--- src/rtl/scene_sequencer.sv ---
// rtl/scene_sequencer.sv - demo scene sequencer: per-frame scroll, fade out/in scene transitions, PRNG noise gating
module scene_sequencer #(
    parameter int NUM_SCENES       = 4,
    parameter int SCENE_FRAMES     = 240,
    parameter int FADE_STEP_FRAMES = 8
) (
    input  logic       clk,
    input  logic       reset,
    input  logic       vsync,
    input  logic       pause,
    input  logic       skip,
    input  logic [7:0] noise_cfg,
    input  logic [7:0] prng_in,
    output logic [1:0] scene,
    output logic [9:0] scroll,
    output logic [1:0] fade,
    output logic [7:0] noise_mask,
    output logic       busy,
    output logic       frame_tick
);

    localparam logic [9:0] FRAME_LAST = 10'(SCENE_FRAMES - 1);
    localparam logic [7:0] STEP_LAST  = 8'(FADE_STEP_FRAMES - 1);
    localparam logic [1:0] SCENE_LAST = 2'(NUM_SCENES - 1);

    typedef enum logic [1:0] {
        ST_PLAY     = 2'd0,
        ST_FADE_OUT = 2'd1,
        ST_SWITCH   = 2'd2,
        ST_FADE_IN  = 2'd3
    } state_t;

    state_t      r_state;
    state_t      w_state_next;

    logic        r_vs_d;
    logic        r_skip_d;
    logic        r_frame_tick;
    logic [1:0]  r_scene;
    logic [9:0]  r_scroll;
    logic [1:0]  r_fade;
    logic [9:0]  r_frame_cnt;
    logic [7:0]  r_step_cnt;
    logic [7:0]  r_noise_mask;

    logic        w_skip_edge;
    logic [1:0]  w_scene_next;
    logic [9:0]  w_scroll_next;
    logic [1:0]  w_fade_next;
    logic [9:0]  w_frame_cnt_next;
    logic [7:0]  w_step_cnt_next;

    // Skip acts on the same clock its rising edge is seen; only PLAY listens, so edges elsewhere are dropped
    assign w_skip_edge = skip & ~r_skip_d;

    // Edge-detect history; during reset the history tracks the live inputs so release never looks like an edge
    always_ff @(posedge clk) begin
        r_vs_d   <= vsync;
        r_skip_d <= skip;
        if (reset) begin
            r_frame_tick <= 1'b0;
        end else begin
            r_frame_tick <= vsync & ~r_vs_d;
        end
    end

    // State register
    always_ff @(posedge clk) begin
        if (reset) begin
            r_state <= ST_PLAY;
        end else begin
            r_state <= w_state_next;
        end
    end

    // Next-state and next-datapath values; everything holds unless a frame tick or skip edge moves it
    always_comb begin
        w_state_next     = r_state;
        w_scene_next     = r_scene;
        w_scroll_next    = r_scroll;
        w_fade_next      = r_fade;
        w_frame_cnt_next = r_frame_cnt;
        w_step_cnt_next  = r_step_cnt;
        case (r_state)
            ST_PLAY: begin
                if (w_skip_edge) begin
                    // Skip beats a coincident tick: no scroll advance on that tick
                    w_state_next     = ST_FADE_OUT;
                    w_frame_cnt_next = 10'd0;
                    w_step_cnt_next  = 8'd0;
                end else if (r_frame_tick && !pause) begin
                    w_scroll_next = r_scroll + 10'd1;
                    if (r_frame_cnt == FRAME_LAST) begin
                        w_state_next     = ST_FADE_OUT;
                        w_frame_cnt_next = 10'd0;
                        w_step_cnt_next  = 8'd0;
                    end else begin
                        w_frame_cnt_next = r_frame_cnt + 10'd1;
                    end
                end
            end
            ST_FADE_OUT: begin
                if (r_frame_tick) begin
                    if (r_step_cnt == STEP_LAST) begin
                        w_step_cnt_next = 8'd0;
                        w_fade_next     = r_fade + 2'd1;
                        if (r_fade == 2'd2) begin
                            w_state_next = ST_SWITCH;
                        end
                    end else begin
                        w_step_cnt_next = r_step_cnt + 8'd1;
                    end
                end
            end
            ST_SWITCH: begin
                // Screen is fully black here, so the scene swap and scroll rewind are invisible
                w_state_next    = ST_FADE_IN;
                w_scene_next    = (r_scene == SCENE_LAST) ? 2'd0 : r_scene + 2'd1;
                w_scroll_next   = 10'd0;
                w_step_cnt_next = 8'd0;
            end
            ST_FADE_IN: begin
                if (r_frame_tick) begin
                    if (r_step_cnt == STEP_LAST) begin
                        w_step_cnt_next = 8'd0;
                        w_fade_next     = r_fade - 2'd1;
                        if (r_fade == 2'd1) begin
                            w_state_next     = ST_PLAY;
                            w_frame_cnt_next = 10'd0;
                        end
                    end else begin
                        w_step_cnt_next = r_step_cnt + 8'd1;
                    end
                end
            end
            default: begin
                w_state_next = ST_PLAY;
            end
        endcase
    end

    // Datapath registers; reset wins so an aborted SWITCH never advances the scene
    always_ff @(posedge clk) begin
        if (reset) begin
            r_scene     <= 2'd0;
            r_scroll    <= 10'd0;
            r_fade      <= 2'd0;
            r_frame_cnt <= 10'd0;
            r_step_cnt  <= 8'd0;
        end else begin
            r_scene     <= w_scene_next;
            r_scroll    <= w_scroll_next;
            r_fade      <= w_fade_next;
            r_frame_cnt <= w_frame_cnt_next;
            r_step_cnt  <= w_step_cnt_next;
        end
    end

    // Noise only reaches the pins while a scene is playing
    always_ff @(posedge clk) begin
        if (reset) begin
            r_noise_mask <= 8'h00;
        end else if (r_state == ST_PLAY) begin
            r_noise_mask <= prng_in & noise_cfg;
        end else begin
            r_noise_mask <= 8'h00;
        end
    end

    assign scene      = r_scene;
    assign scroll     = r_scroll;
    assign fade       = r_fade;
    assign noise_mask = r_noise_mask;
    assign frame_tick = r_frame_tick;
    assign busy       = (r_state != ST_PLAY);

endmodule

--- config.mk ---
export PLATFORM = sky130hd
export DESIGN_NAME = scene_sequencer
export DESIGN_NICKNAME = d
export VERILOG_FILES = /design/src/rtl/scene_sequencer.sv
export SDC_FILE = /design/constraint.sdc
export NUM_CORES = 1
export LEC_CHECK = 0
export CAP_MARGIN = 25
export CORE_MARGIN = 2
export CORE_UTILIZATION = 35
export DETAILED_ROUTE_END_ITERATION = 16
export GPL_TIMING_DRIVEN = 1
export PLACE_DENSITY_LB_ADDON = 0.3
export SYNTH_ARGS = -nofsm -noshare
export SYNTH_HDL_FRONTEND = slang
export SYNTH_SLANG_ARGS = --single-unit
--- constraint.sdc ---
create_clock -name clk -period 4 [get_ports clk]
set_clock_uncertainty 0.1 [all_clocks]
set_input_delay 1.2 -clock clk [delete_from_list [all_inputs] [get_ports clk]]
set_output_delay 1.2 -clock clk [all_outputs]
set_load 0.02 [all_outputs]
==> results of run 1 <==
==> state kept, by name (all words and copies together) (netlist names) <==
| register | flops |
|---|---|
| noise_mask | 8 |
| r_skip_d | 1 |
| scene | 2 |
| r_frame_cnt | 10 |
| frame_tick | 1 |
| r_step_cnt | 8 |
| r_state | 2 |
| r_vs_d | 1 |
| scroll | 10 |
| fade | 2 |
==> critical path, stage by stage, from the launching register on <==
cell and delay, ns:
dfxtp_1 0.39, inv_1 0.08, ha_1 0.28, inv_1 0.22, clkdlybuf4s50_1 0.65
==> stage by stage <==
| stage | utilization [%] | hold slack (ns) |
|---|---|---|
| final | 45.9 | 0.300 |
| after global routing | 45.9 | 0.309 |
| after CTS | 45.9 | 0.301 |
| after detailed placement | 44.2 | 0.290 |
| after global placement | 44.2 | 0.285 |
| after floorplan | - | 0.272 |
==> worst min path at each step <==
stage                             to  depth (start not counted)
after detailed placement  frame_tick                          1
after global routing      frame_tick                          1
final                     frame_tick                          1
after global placement    frame_tick                          1
after floorplan           frame_tick                          1
after CTS                 frame_tick                          1
==> cells in the final DEF, fill, tap and decap left out, types with 5 or more instances in the layout <==
cell	n
or4_1	6
nand3_1	23
inv_1	14
o31ai_1	6
clkbuf_8	5
o211ai_1	6
dfxtp_1	45
ha_1	10
nand2_1	18
a21oi_1	19
o21ai_0	11
nor2_1	12
nand4_1	7
and3_1	11
or3_1	6
clkdlybuf4s50_1	44
==> report_power, final <==
part	leakage, nW	internal (mW)	switching [mW]	total, mW
logic	0.565	0.151	0.215	0.366
clock network	0.0540	0.182	0.151	0.333
registers	0.365	0.472	0.0182	0.490
total	0.983	0.804	0.384	1.19
==> kinds of logic after synthesis <==
group	Yosys count	synth area share [%]
AND/OR/NAND/NOR	108	26.7
buffers and inverters	28	4.85
XOR/XNOR	1	0.381
flip-flops	45	39.2
adder cells (fa/ha/maj)	10	5.45
multiplexers	5	2.23
AO/OA/AOI/OAI	71	21.2
==> layout make-up <==
type | count | share of cell area [%]
well taps | 77 | 3.31
clock inverters | 2 | 1.20
repair buffers | 48 | 16.2
clock buffers | 5 | 2.36
multi-input cells | 195 | 44.1
inverters | 15 | 1.93
flip-flops and latches | 45 | 30.9
==> routing by layer <==
metal / routed length [um] / GRT usage, % / vias to the layer above
met2: 2450 / 24.5 / 45
met5: 0 / 0 / -
met4: 64 / 4.33 / 0
met3: 263 / 3.31 / 6
met1: 2510 / 20.5 / 1008
li1: - / - / 1100
==> impl_results.md, run 1 <==
* Via density at 5.58
* DRT iter0 DRCs at 160
* FF+latch count, synth at 45
* CTS Buf Count at 5
* Finished Cell Area at 2910 sq um
* DRT antenna net count at 0
* Chip Width at 85.0 um
* Fraction of layout cells with a size suffix above 1 at 6.77%
* Die height at 85.0 um
* Worst Setup End Kind: output port
* Multi-input logic area at 1280 sq um
* Synth top area cells: dfxtp_1 (39%), ha_1 (5.4%), nand3_1 (5.0%)
* Post-CTS resize count at 0
* Top cells by count, synth: dfxtp_1 (45), nand3_1 (23), a21oi_1 (19)
* Relative slew slack at 42.6%
* Post-route worst setup slack at 0.796 ns
* Max VDD drop at 250 uV
* Sequential-to-total area share from yosys stat at 39.2%
* Setup TNS at 0 ns
* Post-Place Cells at 380
* CTS tree: built
* Primary FF master, synth: dfxtp_1
* Critical path class: reg -> out
* Reg-to-Reg End: r_state[1]
* Hold Crit Start: r_vs_d
* Layout Nets at 341
* Port bufs at 44
* Largest area contributor in the netlist: dfxtp_1
* Crit path DAT at 1.90 ns
* Clock transition at path regs at 0.08 ns
* Die ar. at 7230 sq um
* Postcts setup bufs at 0
* First-pass GRT wire length at 9160 um
* Routed WL at 5290 um
* Worst reg-to-reg path cell count at 5
* FMAX at 312 MHz
* H-tree depth at 2
* Std-Cell Rows at 29
* Area Overhead vs Synth at 26.8%
* CP max FO at 7
* Share of the synthesized area in the top cell type at 39.2%
* Layout filler cell count at 598
* Asr flop ratio synth at 0%
* Overflow after GRT at 0
* Worst reg2reg path startpoint: r_frame_cnt[0]
* Setup crit start kind: flop
* RD Place Congestion at 0.869
* Period minus WS final at 3.20 ns
* Post-route DRC at 0
* Tcrit/Tclk final at 80.1%
* # setup viols final at 0
* Initial Utilization at 36.2%
* Vias in the first global route at 1939
* Worst Setup EP: busy
* Ys Warns at 0
* Vias after detailed routing at 2159
* Place WS at 0.708 ns
* Wire per inst at 13.7 um
* RSZ-0062 raised after global routing: false
* Mapped Nets at 299
* Ratio of total power to cell area at 408 nW/um^2
* Worst-margin pin slew at 0.860 ns
* Hold Crit Class: reg -> reg
* Skew-Pair Late Insertion Delay at 0.29 ns
* # diodes at 0
* Post-Syn Area at 2300 sq um
* Max Buffers Root-to-Sink at 2
* Total power at 1.19 mW
* CTS Hold Bufs at 0
* GRT Total Usage at 15.2%
* R2R setup slack at 1.65 ns
* CTS Root Cell: clkbuf_8
* Status: complete, no violations
* Post-synth EDFFs at 0
* Initial antenna violation count at 0
* Dpl hpwl at 3830 um
* Syn Inst Count at 268
* Layout Cells excl Fill at 387
* Fin. Hold Viols at 0
* FF/Latch Area at 901 sq um
* Netlist cell types at 53
* Count leader, synth: dfxtp_1
* I/O pin count at 45
* Core Box Area at 6350 sq um
* CTS sink cnt at 45
* Critical path required time at 2.70 ns
* Largest net degree at the start of global routing at 21
* Mean post-synth cell area at 8.57 sq um
* Max-cap check violation count at 0
* CP startpoint: r_state[0]
* Placed cell areas at 2810 sq um
* Leakage at 0.983 nW
* First-pass DRT Iterations at 4
* Final slew viol count at 0
Note: power is estimated with default switching activity, not from simulation.
==> run 2: changes to the inputs <==
==> constraint.sdc (replaced) <==
create_clock -name clk -period 3.2 [get_ports clk]
set_clock_uncertainty 0.1 [all_clocks]
set_input_delay 0.96 -clock clk [delete_from_list [all_inputs] [get_ports clk]]
set_output_delay 0.96 -clock clk [all_outputs]
set_load 0.02 [all_outputs]
==> impl_results.md, run 2 (synthesis results as in run 1) <==
* Tcrit/Tclk final at 88.6%
* DRT antenna net count at 0 (unchanged)
* CP max FO at 7 (unchanged)
* Leakage at 1.00 nW (was 0.983 nW)
* # setup viols final at 0 (unchanged)
* Vias in the first global route at 1940 (was 1939)
* Sw frac at 32.2% (was 32.3%)
* Clock transition at path regs at 0.08 ns (about the same)
* NetSw at 0.489 mW (was 0.384 mW)
* Skew-Pair Late Insertion Delay at 0.30 ns (was 0.29 ns)
* Hold Crit Start: r_vs_d (unchanged)
* Worst Setup End Kind: output port (unchanged)
* Initial Utilization at 36.2% (unchanged)
* Largest net degree at the start of global routing at 22 (was 21)
* Critical path required time at 2.14 ns (was 2.70 ns)
* Final slew viol count at 0 (unchanged)
* Max Buffers Root-to-Sink at 2 (unchanged)
* Vias after detailed routing at 2200 (was 2159)
* Post-CTS resize count at 0 (unchanged)
* Via density at 5.64 (was 5.58)
* Most common cell after layout, fill and taps aside: dfxtp_1 (unchanged)
* Critical path class: reg -> out (unchanged)
* Setup crit start kind: flop (unchanged)
* RD Place Congestion at 0.833 (was 0.869)
* Fin. Hold Viols at 0 (unchanged)
* CTS Buf Count at 5 (unchanged)
* Most frequent CP cell: inv_1 (unchanged)
* Worst reg-to-reg path cell count at 7 (was 5)
* Worst hold margin at 0.300 ns (about the same)
* Total power at 1.52 mW (was 1.19 mW)
* Worst Hold Depth at 1 (unchanged)
* Post-route DRC at 0 (unchanged)
* H-tree depth at 2 (unchanged)
* Postcts setup bufs at 0 (unchanged)
* Status: complete, no violations (unchanged)
* # diodes at 0 (unchanged)
* FF/Latch Area at 901 sq um (unchanged)
* Port bufs at 44 (unchanged)
* DRT iter0 DRCs at 113 (was 160)
* GRT Total Usage at 15.3% (was 15.2%)
* Relative slew slack at 40.0% (was 42.6%)
* Chip Width at 85.0 um (unchanged)
* Clock power frac at 27.5% (was 28.0%)
* Period minus WS final at 2.84 ns
* Setup TNS at 0 ns (unchanged)
* Wire per inst at 13.9 um (was 13.7 um)
* Layout Nets at 344 (was 341)
* I/O pin count at 45 (unchanged)
* Most frequent cells in the layout: dfxtp_1 (45), clkdlybuf4s50_1 (44), nand3_1 (23), a21oi_1 (19), nand2_1 (18) (unchanged)
* Crit path DAT at 1.78 ns (was 1.90 ns)
* CTS sink cnt at 45 (unchanged)
* CP max stage cell: clkdlybuf4s50_1 (unchanged)
* RSZ-0062 raised after global routing: false (unchanged)
* CTS Hold Bufs at 0 (unchanged)
* CTS tree: built (unchanged)
* Std-Cell Rows at 29 (unchanged)
* Critical Path, Cell by Cell: inv_1, ha_1, inv_1, clkdlybuf4s50_1 (unchanged)
* Dpl hpwl at 3870 um (was 3830 um)
* Worst Hold End: frame_tick (unchanged)
* Ratio of total power to cell area at 515 nW/um^2 (was 408 nW/um^2)
* Reg-to-Reg End: r_state[1] (unchanged)
* Comb power frac at 32.1% (was 30.8%)
* Max-cap check violation count at 0 (unchanged)
* Initial antenna violation count at 0 (unchanged)
* R2R setup slack at 0.84 ns (was 1.65 ns)
* Pint at 1.03 mW (was 0.804 mW)
* First-pass DRT Iterations at 4 (unchanged)
* Top delay family on crit path: buffers and inverters (unchanged)
* Fraction of layout cells with a size suffix above 1 at 7.67% (was 6.77%)
* Routed WL at 5410 um (was 5290 um)
* Share of power burned in registers at 40.4% (was 41.2%)
* First-pass GRT wire length at 9040 um (was 9160 um)
* CTS Root Cell: clkbuf_8 (unchanged)
* Crit-path max cell delay at 0.60 ns (was 0.65 ns)
* Die ar. at 7230 sq um (unchanged)
* Layout filler cell count at 625 (was 598)
* Multi-input logic area at 1280 sq um (unchanged)
* Core Box Area at 6350 sq um (unchanged)
* Worst reg2reg path startpoint: r_state[0] (was r_frame_cnt[0])
* FMAX at 353 MHz
* Die height at 85.0 um (unchanged)
* Buf+Inv Stages, Crit Path at 3 (unchanged)
* Overflow after GRT at 0 (unchanged)
* Hold Crit Class: reg -> reg (unchanged)
* Area Overhead vs Synth at 28.3% (was 26.8%)
* Worst-margin pin slew at 0.900 ns (was 0.860 ns)
* Max VDD drop at 218 uV (was 250 uV)
==> run 2: worst max-delay path by stage <==
stage               cells past startpoint  slack (ns)       start          to
floorplan                               5        0.96       pause   scroll[7]
global placement                        5        0.26        skip  r_state[1]
detailed placement                      5        0.25        skip  r_state[1]
CTS                                     4        0.35  r_state[0]        busy
global route                            4        0.27  r_state[0]        busy
finish                                  4        0.36  r_state[0]        busy
==> run 2: routing by layer <==
metal	GRT usage, %	part of all wire (%)
met1	20.2	47
met3	3.89	6.5
met5	0	0
met2	24.3	45
met4	5.48	1.5
==> run 2: through the flow <==
| stage | instances | util, % | setup WS, ns | instance area, sq um |
|---|---|---|---|---|
| final | 390 | 46.4 | 0.364 | 2950 |
| after global routing | 390 | 46.4 | 0.269 | 2950 |
| after CTS | 390 | 46.4 | 0.352 | 2950 |
| after detailed placement | 383 | 44.8 | 0.245 | 2840 |
| after global placement | 383 | 44.8 | 0.264 | 2840 |
| after floorplan | 268 | - | 0.958 | 2300 |
==> run 2: area by class of cell <==
type | count | area share [%]
multi-input combinational | 195 | 43.6
sequential | 45 | 30.6
timing repair buffer | 51 | 17.1
tap | 77 | 3.27
clock buffer | 5 | 2.33
inverter | 15 | 1.91
clock inverter | 2 | 1.19
==> run 2: power groups by stage <==
stage	combinational (mW)	sequential (mW)	clock, mW
finish	0.487	0.612	0.418
global route	0.536	0.618	0.450
CTS	0.490	0.613	0.431
detailed placement	0.487	0.626	0
global placement	0.485	0.625	0
floorplan	0.297	0.640	0
==> run 3: changes to the inputs <==
--- a/config.mk
+++ b/config.mk
@@ -6,7 +6,6 @@
 export NUM_CORES = 1
 export LEC_CHECK = 0
 export CAP_MARGIN = 25
-export CORE_MARGIN = 2
 export CORE_UTILIZATION = 35
 export DETAILED_ROUTE_END_ITERATION = 16
 export GPL_TIMING_DRIVEN = 1
==> impl_results.md, run 3 (synthesis results as in run 1) <==
* Setup crit start kind: flop (unchanged)
* Layout filler cell count at 631 (was 625)
* Critical path required time at 2.14 ns (about the same)
* Skew-Pair Late Insertion Delay at 0.30 ns (about the same)
* Post-route DRC at 0 (unchanged)
* FMAX at 338 MHz (was 353 MHz)
* Initial antenna violation count at 0 (unchanged)
* Max Buffers Root-to-Sink at 2 (unchanged)
* CTS tree: built (unchanged)
* First-pass DRT Iterations at 4 (unchanged)
* Most frequent cells in the layout: dfxtp_1 (45), clkdlybuf4s50_1 (44), nand3_1 (23), a21oi_1 (19), nand2_1 (18) (unchanged)
* CTS Root Cell: clkbuf_8 (unchanged)
* Period minus WS final at 2.96 ns (was 2.84 ns)
* Via density at 5.68 (was 5.64)
* CTS Buf Count at 5 (unchanged)
* Overflow after GRT at 0 (unchanged)
* Vias in the first global route at 2090 (was 1940)
* CP max FO at 7 (unchanged)
* Post-CTS resize count at 0 (unchanged)
* Routed WL at 5630 um (was 5410 um)
* Die height at 83.0 um (was 85.0 um)
* DRT antenna net count at 0 (unchanged)
* Pint at 1.02 mW (was 1.03 mW)
* Share of power burned in registers at 40.4% (about the same)
* Relative slew slack at 41.0% (was 40.0%)
* Fraction of layout cells with a size suffix above 1 at 7.37% (was 7.67%)
* I/O pin count at 45 (unchanged)
* Port bufs at 44 (unchanged)
* Worst Setup End Kind: output port (unchanged)
* # diodes at 0 (unchanged)
* H-tree depth at 2 (unchanged)
* Layout Nets at 343 (was 344)
* Worst-margin pin slew at 0.885 ns (was 0.900 ns)
* Critical path class: reg -> out (unchanged)
* Initial Utilization at 36.2% (unchanged)
* Hold Crit Class: reg -> reg (unchanged)
* Worst reg-to-reg path cell count at 6 (was 7)
* Postcts setup bufs at 0 (unchanged)
* Clock transition at path regs at 0.08 ns (about the same)
* Worst Setup EP: busy (unchanged)
* Wire per inst at 14.5 um (was 13.9 um)
* Place WS at 0.156 ns (was 0.245 ns)
* Post-route worst setup slack at 0.242 ns (was 0.364 ns)
* Worst reg2reg path startpoint: r_state[1] (was r_state[0])
* Leakage at 0.999 nW (was 1.00 nW)
* Sw frac at 32.8% (was 32.2%)
* Largest net degree at the start of global routing at 21 (was 22)
* Reg-to-Reg End: r_state[1] (unchanged)
* DRT iter0 DRCs at 142 (was 113)
* First-pass GRT wire length at 9720 um (was 9040 um)
* CTS sink cnt at 45 (unchanged)
* Dpl hpwl at 3970 um (was 3870 um)
* Ratio of total power to cell area at 516 nW/um^2 (was 515 nW/um^2)
* Vias after detailed routing at 2210 (was 2200)
* NetSw at 0.497 mW (was 0.489 mW)
* Fin. Hold Viols at 0 (unchanged)
* Tcrit/Tclk final at 92.4% (was 88.6%)
* # setup viols final at 0 (unchanged)
* Max-cap check violation count at 0 (unchanged)
* R2R setup slack at 0.85 ns (was 0.84 ns)
* Fin util at 46.3% (was 46.4%)
* Std-Cell Rows at 29 (unchanged)
* Die ar. at 6890 sq um (was 7230 sq um)
* Status: complete, no violations (unchanged)
* Core Box Area at 6350 sq um (unchanged)
* Area Overhead vs Synth at 28.0% (was 28.3%)
* CP startpoint: r_state[0] (unchanged)
* Max VDD drop at 232 uV (was 218 uV)
* RSZ-0062 raised after global routing: false (unchanged)
* Setup TNS at 0 ns (unchanged)
* Comb power frac at 31.7% (was 32.1%)
* RD Place Congestion at 0.839 (was 0.833)
* Clock power frac at 27.8% (was 27.5%)
* CTS Hold Bufs at 0 (unchanged)
* Chip Width at 83.0 um (was 85.0 um)
* Most common cell after layout, fill and taps aside: dfxtp_1 (unchanged)
* GRT Total Usage at 16.8% (was 15.3%)
* Crit path DAT at 1.90 ns (was 1.78 ns)
* Final slew viol count at 0 (unchanged)
[run 3: cell count changes in the layout (fill, tap and decap cells not counted), sizes merged]
cell  previous run  this run
buf              7         6
[run 3: through the flow]
stage,power [mW],std cells,instance area (sq um),hold slack (ns)
after floorplan,0.937,268,2300,0.272
after global placement,1.10,382,2840,0.278
after detailed placement,1.11,382,2840,0.286
after CTS,1.53,389,2940,0.299
after global routing,1.60,389,2940,0.333
final,1.52,389,2940,0.300
[run 3: cell type report]
cell class              instances  area, sq um  area share (%)
clock buffers                   5         68.8            2.34
repair buffers                 50          498            16.9
inverters                      15         56.3            1.91
clock inverters                 2         35.0            1.19
well taps                      77         96.3            3.28
multi-input cells             195         1280            43.7
flip-flops and latches         45          901            30.6
[run 3: worst min-delay path by stage]
stage	startpoint	cells past startpoint	end
global route	r_vs_d	1	frame_tick
floorplan	r_vs_d	1	frame_tick
global placement	r_vs_d	1	frame_tick
finish	r_vs_d	1	frame_tick
CTS	r_vs_d	1	frame_tick
detailed placement	r_vs_d	1	frame_tick
[run 3: critical path, stage by stage, from the launching register on]
cell and delay, ns:
dfxtp_1 0.39, inv_1 0.08, ha_1 0.28, inv_1 0.21, clkdlybuf4s50_1 0.64
[run 3: per-layer routing]
metal,wire length [um],global-route usage [%],share of wire [%],vias up
met4,62,5.17,1.1,0
met5,0,0,0,-
met2,2620,27.0,47,47
met3,226,3.48,4.0,5
met1,2720,22.6,48,1060
li1,-,-,-,1098
[run 3: power by group through the flow]
stage | sequential (mW) | combinational (mW) | clock [mW]
after floorplan | 0.640 | 0.297 | 0
after global placement | 0.625 | 0.475 | 0
after detailed placement | 0.626 | 0.479 | 0
after CTS | 0.613 | 0.481 | 0.437
after global routing | 0.617 | 0.529 | 0.459
final | 0.613 | 0.481 | 0.422
